[src/rtl/cpu_loader_pkg.sv]
// Shared state encoding and address step constants for the CPU program loader.
// Each step is the byte stride between consecutive words of that memory.
package cpu_loader_pkg;

  typedef enum logic [2:0] {
    StIdle,
    StLoad,
    StRun,
    StDumpRd,
    StDumpCap,
    StDumpOut,
    StDone
  } state_e;

  localparam logic [63:0] IMEM_STEP = 64'd4;
  localparam logic [63:0] DMEM_STEP = 64'd8;

endpackage

[src/rtl/loader_out_buf.sv]
// Holding register for dumped data words: presents one word with valid/last
// until the consumer accepts it.
module loader_out_buf (
  input  logic        clk,
  input  logic        arst_n,
  input  logic        load,
  input  logic [63:0] load_data,
  input  logic        load_last,
  input  logic        out_ready,
  output logic        out_valid,
  output logic [63:0] out_data,
  output logic        out_last
);

  always_ff @(posedge clk or negedge arst_n) begin
    if (!arst_n) begin
      out_valid <= 1'b0;
      out_data  <= '0;
      out_last  <= 1'b0;
    end else if (load) begin
      out_valid <= 1'b1;
      out_data  <= load_data;
      out_last  <= load_last;
    end else if (out_valid && out_ready) begin
      out_valid <= 1'b0;
      out_data  <= '0;
      out_last  <= 1'b0;
    end
  end

endmodule

[src/rtl/cpu_loader.sv]
// Session sequencer: streams a program into instruction memory, runs the CPU for
// a fixed number of cycles, then streams a block of data memory back out.
module cpu_loader
  import cpu_loader_pkg::*;
#(
  parameter int unsigned IMEM_WORDS = 512,
  parameter int unsigned DMEM_WORDS = 1024
) (
  input  logic        clk,
  input  logic        arst_n,
  input  logic        start,
  input  logic [31:0] run_cycles,
  input  logic [10:0] dump_words,
  input  logic        in_valid,
  output logic        in_ready,
  input  logic [31:0] in_data,
  input  logic        in_last,
  output logic        out_valid,
  input  logic        out_ready,
  output logic [63:0] out_data,
  output logic        out_last,
  output logic        busy,
  output logic        done,
  output logic        enable,
  output logic [63:0] addr_ext,
  output logic        wen_ext,
  output logic        ren_ext,
  output logic [31:0] wdata_ext,
  output logic [63:0] addr_ext_2,
  output logic        wen_ext_2,
  output logic        ren_ext_2,
  output logic [63:0] wdata_ext_2,
  input  logic [63:0] rdata_ext_2
);

  localparam int unsigned IW = $clog2(IMEM_WORDS + 1);
  localparam logic [IW-1:0] IMEM_TOP = IW'(IMEM_WORDS);
  localparam logic [10:0] DMEM_MAX = 11'(DMEM_WORDS);

  state_e        state_q;
  logic [IW-1:0] imem_idx_q;
  logic [10:0]   dump_idx_q;
  logic [10:0]   dump_words_q;
  logic [31:0]   run_cycles_q;
  logic [31:0]   run_cnt_q;
  logic          last_seen_q;
  logic          wen_q;
  logic [63:0]   addr_q;
  logic [31:0]   wdata_q;
  logic          ren2_q;
  logic [63:0]   addr2_q;
  logic          enable_q;
  logic          done_q;

  logic          buf_load;
  logic          buf_last;
  logic          out_hs;

  assign busy        = (state_q != StIdle);
  assign in_ready    = (state_q == StLoad) && !last_seen_q && (imem_idx_q < IMEM_TOP);
  assign done        = done_q;
  assign enable      = enable_q;
  assign addr_ext    = addr_q;
  assign wen_ext     = wen_q;
  assign ren_ext     = 1'b0;
  assign wdata_ext   = wdata_q;
  assign addr_ext_2  = addr2_q;
  assign wen_ext_2   = 1'b0;
  assign ren_ext_2   = ren2_q;
  assign wdata_ext_2 = '0;

  assign buf_load = (state_q == StDumpCap);
  assign buf_last = (dump_idx_q == dump_words_q - 11'd1);
  assign out_hs   = out_valid && out_ready;

  always_ff @(posedge clk or negedge arst_n) begin
    if (!arst_n) begin
      state_q      <= StIdle;
      imem_idx_q   <= '0;
      dump_idx_q   <= '0;
      dump_words_q <= '0;
      run_cycles_q <= '0;
      run_cnt_q    <= '0;
      last_seen_q  <= 1'b0;
      wen_q        <= 1'b0;
      addr_q       <= '0;
      wdata_q      <= '0;
      ren2_q       <= 1'b0;
      addr2_q      <= '0;
      enable_q     <= 1'b0;
      done_q       <= 1'b0;
    end else begin
      wen_q  <= 1'b0;
      ren2_q <= 1'b0;
      done_q <= 1'b0;
      case (state_q)
        StIdle: begin
          if (start) begin
            run_cycles_q <= run_cycles;
            // Clamp so the dump index can never run past the data memory.
            dump_words_q <= (dump_words > DMEM_MAX) ? DMEM_MAX : dump_words;
            imem_idx_q   <= '0;
            last_seen_q  <= 1'b0;
            state_q      <= StLoad;
          end
        end
        StLoad: begin
          if (in_valid && in_ready) begin
            wen_q       <= 1'b1;
            addr_q      <= 64'(imem_idx_q) * IMEM_STEP;
            wdata_q     <= in_data;
            imem_idx_q  <= imem_idx_q + 1'b1;
            last_seen_q <= in_last;
          end
          // in_ready is low whenever this fires, so no handshake can collide.
          if (wen_q && (last_seen_q || (imem_idx_q == IMEM_TOP))) begin
            run_cnt_q <= run_cycles_q;
            enable_q  <= (run_cycles_q != 32'd0);
            state_q   <= StRun;
          end
        end
        StRun: begin
          if (run_cnt_q <= 32'd1) begin
            enable_q <= 1'b0;
            if (dump_words_q == 11'd0) begin
              done_q  <= 1'b1;
              state_q <= StDone;
            end else begin
              dump_idx_q <= '0;
              ren2_q     <= 1'b1;
              addr2_q    <= '0;
              state_q    <= StDumpRd;
            end
          end else begin
            run_cnt_q <= run_cnt_q - 32'd1;
          end
        end
        StDumpRd: state_q <= StDumpCap;
        StDumpCap: state_q <= StDumpOut;
        StDumpOut: begin
          if (out_hs) begin
            if (out_last) begin
              done_q  <= 1'b1;
              state_q <= StDone;
            end else begin
              dump_idx_q <= dump_idx_q + 11'd1;
              ren2_q     <= 1'b1;
              addr2_q    <= 64'(dump_idx_q + 11'd1) * DMEM_STEP;
              state_q    <= StDumpRd;
            end
          end
        end
        StDone: state_q <= StIdle;
        default: state_q <= StIdle;
      endcase
    end
  end

  loader_out_buf u_out_buf (
    .clk       (clk),
    .arst_n    (arst_n),
    .load      (buf_load),
    .load_data (rdata_ext_2),
    .load_last (buf_last),
    .out_ready (out_ready),
    .out_valid (out_valid),
    .out_data  (out_data),
    .out_last  (out_last)
  );

endmodule
[config.mk]
export PLATFORM = sky130hd
export DESIGN_NAME = cpu_loader
export DESIGN_NICKNAME = d
export VERILOG_FILES = /design/src/rtl/cpu_loader_pkg.sv /design/src/rtl/loader_out_buf.sv /design/src/rtl/cpu_loader.sv
export SDC_FILE = /design/constraint.sdc
export NUM_CORES = 1
export LEC_CHECK = 0
export ABC_AREA = 0
export BUFFER_PORTS_ARGS = -buffer_cell sky130_fd_sc_hd__buf_4
export CORE_MARGIN = 1
export CORE_UTILIZATION = 40
export CTS_BUF_LIST = sky130_fd_sc_hd__clkbuf_8 sky130_fd_sc_hd__clkbuf_16
export DETAILED_ROUTE_END_ITERATION = 10
export GPL_ROUTABILITY_DRIVEN = 0
export PLACE_DENSITY = 0.68
export SLEW_MARGIN = 40
export SYNTH_ARGS = -nofsm -noshare
export SYNTH_HDL_FRONTEND = slang
export SYNTH_HIERARCHICAL = 1
export SYNTH_SLANG_ARGS = --single-unit
export TNS_END_PERCENT = 20
[constraint.sdc]
create_clock -name clk -period 3.06 [get_ports clk]
set_input_delay 0.153 -clock clk [delete_from_list [all_inputs] [get_ports clk]]
set_output_delay 0.153 -clock clk [all_outputs]
set_load 0.02 [all_outputs]
==> flow_summary_export.csv <==
group,metric,value,unit
routing,firstDrtPassIters,5,
global_route,grt_pass1_wl,47310,um
placed_design,place_area,13180,um2
sta,relSlewSlack,0.5087,
routing,via_per_inst,4.764,
pwr,peakVddDrop,0.4559,mV
cells_and_area,fillers,2436,
job,cap_viol_max_count,0,
clock_network,clk_latency,0.52,ns
worst_setup_path,critPathMaxFanout,22,
sta,rsz0062_at_grt,"no",
worst_setup_path,ff2ff_path_depth,7,
cells_and_area,drive_gt1_frac,0.2172,
yosys,synth_flop_cell,"dfrtp_1",
pwr,power_density,926.6,nW/um2
yosys,synth-seq-area-share,0.4695,
routing,routed_wl,30820,um
yosys,ys_seq_elements,213,
cells_and_area,nets,1790,
clock_network,cts_tree,"built",
global_route,grt_overflow_total,0,
clock_network,cts_buffers,25,
floorplan,dieHeight,170.5,um
floorplan,initial_core_util,0.4075,
yosys,synth-edff-count,0,
routing,drtAntennaViolNets,0,
floorplan,rows,61,
worst_setup_path,r2r_setup_slack,0.50,ns
sta,fin_tns_setup,0,ns
sta,finalCritPeriodShare,0.8351,
yosys,avgSynthCellArea,9.199,um2
min_path,min-delay-start,"in_valid",
global_route,gr-usage-all-layers,0.2017,
floorplan,die-area,29060,um2
clock_network,clk_pin_slew,0.06,ns
clock_network,clock_sinks,213,
sta,hold_viol_final,0,
routing,drt-initial-drc-count,522,
pwr,p_leak,7.778,nW
worst_setup_path,cp-start-kind,"flop",
yosys,postSynth.asyncResetShare,1.000,
worst_setup_path,required,3.47,ns
routing,wl_per_cell,15.15,um
min_path,hold_class,"in -> reg",
global_route,grt_antenna_before_repair,2,
worst_setup_path,cp-end-kind,"flop",
sta,tightest_slew,0.7369,ns
sta,maxSlewViolCount,0,
sta,finClkSkew,0.007688,ns
cells_and_area,area_growth,36.15,%
global_route,met1_usage,0.2478,
global_route,grtUsageMet3,0.04047,
clock_network,cts_resized,0,
yosys,synth_top_area_frac,0.4695,
worst_setup_path,crit_type,"reg -> reg",
yosys,synth_top_area_cell,"dfrtp_1",
yosys,synthTopCellsByArea,"dfrtp_1 (47%), buf_4 (11%), nand2_1 (8.8%)",
global_route,grt_max_degree,86,
placed_design,hpwl,20360,um
worst_setup_path,startpoint,"imem_idx_q[2]",
worst_setup_path,r2r-start,"imem_idx_q[2]",
pwr,power,0.01432,W
sta,finalSetupViolations,0,
floorplan,ios,443,
sta,hold_slack,0.08960,ns
clock_network,cts_max_path_buffers,3,
yosys,synthesis.area,11350,um2
clock_network,h-tree-depth,1,
sta,period_needed,2.555,ns
yosys,postSynthCellCount,1234,
yosys,yosysUniqueCellTypes,66,
floorplan,die_w,170.5,um
worst_setup_path,critPathArrivalTime,2.96,ns
outcome,outcome,"finished, final reports clean",
placed_design,io_buffers,270,
routing,drc,0,
sta,clock.fmax,391.3,MHz
global_route,grt_pass1_vias,9092,
cells_and_area,fin_area,15460,um2
global_route,top_usage_layer,"met2",
routing,vias,9690,
global_route,grt_use_met2,0.3517,
floorplan,core_area,27860,um2
yosys,synth.yosys.warnings,6,
min_path,worstHoldPathCells,5,
clock_network,clockRootBuffer,"clkbuf_16",
==> synthesized netlist by cell type (5+ instances only) <==
cell type  instances
o21a_1             5
nor4_1            17
nor2_1            49
inv_1             19
o2bb2ai_1          5
dfrtp_1          213
a22o_1            69
clkbuf_1          34
buf_2             16
nand3_1           12
nand4_1           10
nor3_1            26
or3_1              7
a22oi_1            6
a31oi_1            7
and2_1             7
buf_6              9
nand3b_1           9
nor2b_1           51
buf_4            173
a21oi_1           47
o22ai_1           10
ha_1               6
xor2_1            11
o21ai_0           52
nand2_1          267
xnor2_1           11
or4_1              9
and2b_1           18
==> critical path, cell delays in order (launching register included) <==
cell,delay [ns]
dfrtp_1,0.42
or4b_2,0.69
o311a_1,0.36
a21oi_1,0.22
o31a_1,0.19
buf_4,0.26
nand2_1,0.08
a22o_1,0.23
==> timing repair <==
item	4_1_cts	5_1_grt
hold endpoints to repair	223	0
hold buffers	142	0
setup buffers	0	0
endpoints found under the setup margin	0	0
==> where the power goes <==
group	internal (W)	switching [W]	leakage, nW
Clock	0.00188	0.00116	0.424
Sequential	0.00395	0.000962	2.73
Combinational	0.00277	0.00360	4.62
Total	0.00860	0.00572	7.78
==> layout make-up <==
class | instances | area (um2) | area share
antenna | 3 | 7.507 | 0.0004857
tap | 378 | 473.0 | 0.03060
inverter | 19 | 71.32 | 0.004614
timing repair buffer | 442 | 3742 | 0.2421
clock buffer | 35 | 763.2 | 0.04938
sequential | 213 | 5330 | 0.3449
clock inverter | 6 | 80.08 | 0.005181
multi-input combinational | 938 | 4989 | 0.3228
==> cells by family (layout without fill, tap and decap cells) <==
family / after synthesis / in the layout / synth area share
other cells: 1 / 175 / 0.0003303
buf+inv: 254 / 502 / 0.1489
flops: 213 / 213 / 0.4695
simple gates: 503 / 503 / 0.2132
compound gates: 230 / 230 / 0.1396
xor+xnor: 22 / 22 / 0.01697
fa+ha+maj: 6 / 6 / 0.006613
mux: 5 / 5 / 0.004849
==> layer usage <==
metal  up-vias  share of wire  wire (um)
li1       4671              -          -
met1      4622           0.41      12760
met2       333           0.49      15220
met3        62          0.060       1844
met4         2          0.032        984
met5         -        0.00042         13
==> worst paths after layout <==
path                                           to
hold reg to reg                       addr_ext[5]
setup reg to reg                    run_cnt_q[12]
hold / removal                       addr_ext[10]
setup / recovery                    run_cnt_q[12]
max in group asynchronous        run_cycles_q[25]
min in group asynchronous  u_out_buf/out_data[56]
==> placed cells by master, fill, tap and decap left out, types with 4 or more instances in the layout <==
master	count
o2bb2ai_1	5
and2_1	7
nor3_1	26
a31oi_1	7
xnor2_1	11
nor4_1	17
a21oi_1	47
o21ai_0	52
xor2_1	11
nand3_1	11
a22o_1	69
a21o_1	4
buf_12	5
nor2b_1	51
clkinv_2	4
nand4_1	10
inv_1	19
buf_4	294
ha_1	6
dlygate4sd3_1	142
a22oi_1	6
clkbuf_8	11
nand3b_1	9
dfrtp_1	213
or4_1	9
or3_1	7
o22ai_1	10
clkbuf_16	25
o21a_1	5
mux2i_1	4
conb_1	172
and2b_1	18
nor2_1	48
o22a_1	4
nand2_1	266
==> registers in the layout, summed over array words and instances (netlist names), 2 cells and up <==
name	flops
addr_ext	10
addr_ext_2	2
dump_idx_q	10
dump_words_q	11
imem_idx_q	10
run_cnt_q	32
run_cycles_q	32
state_q	3
u_out_buf/out_data	64
wdata_ext	32
==> per-stage QoR <==
step                      setup WS [ns]  utilization  cells
final                            0.5046       0.5548   2034
after global placement           0.5556       0.4733   1848
after global routing             0.2991       0.5546   2032
after CTS                        0.4793       0.5545   2031
after floorplan                  0.6211            -   1405
after detailed placement         0.4740       0.4733   1848
Power figures use the tool's default switching activity.
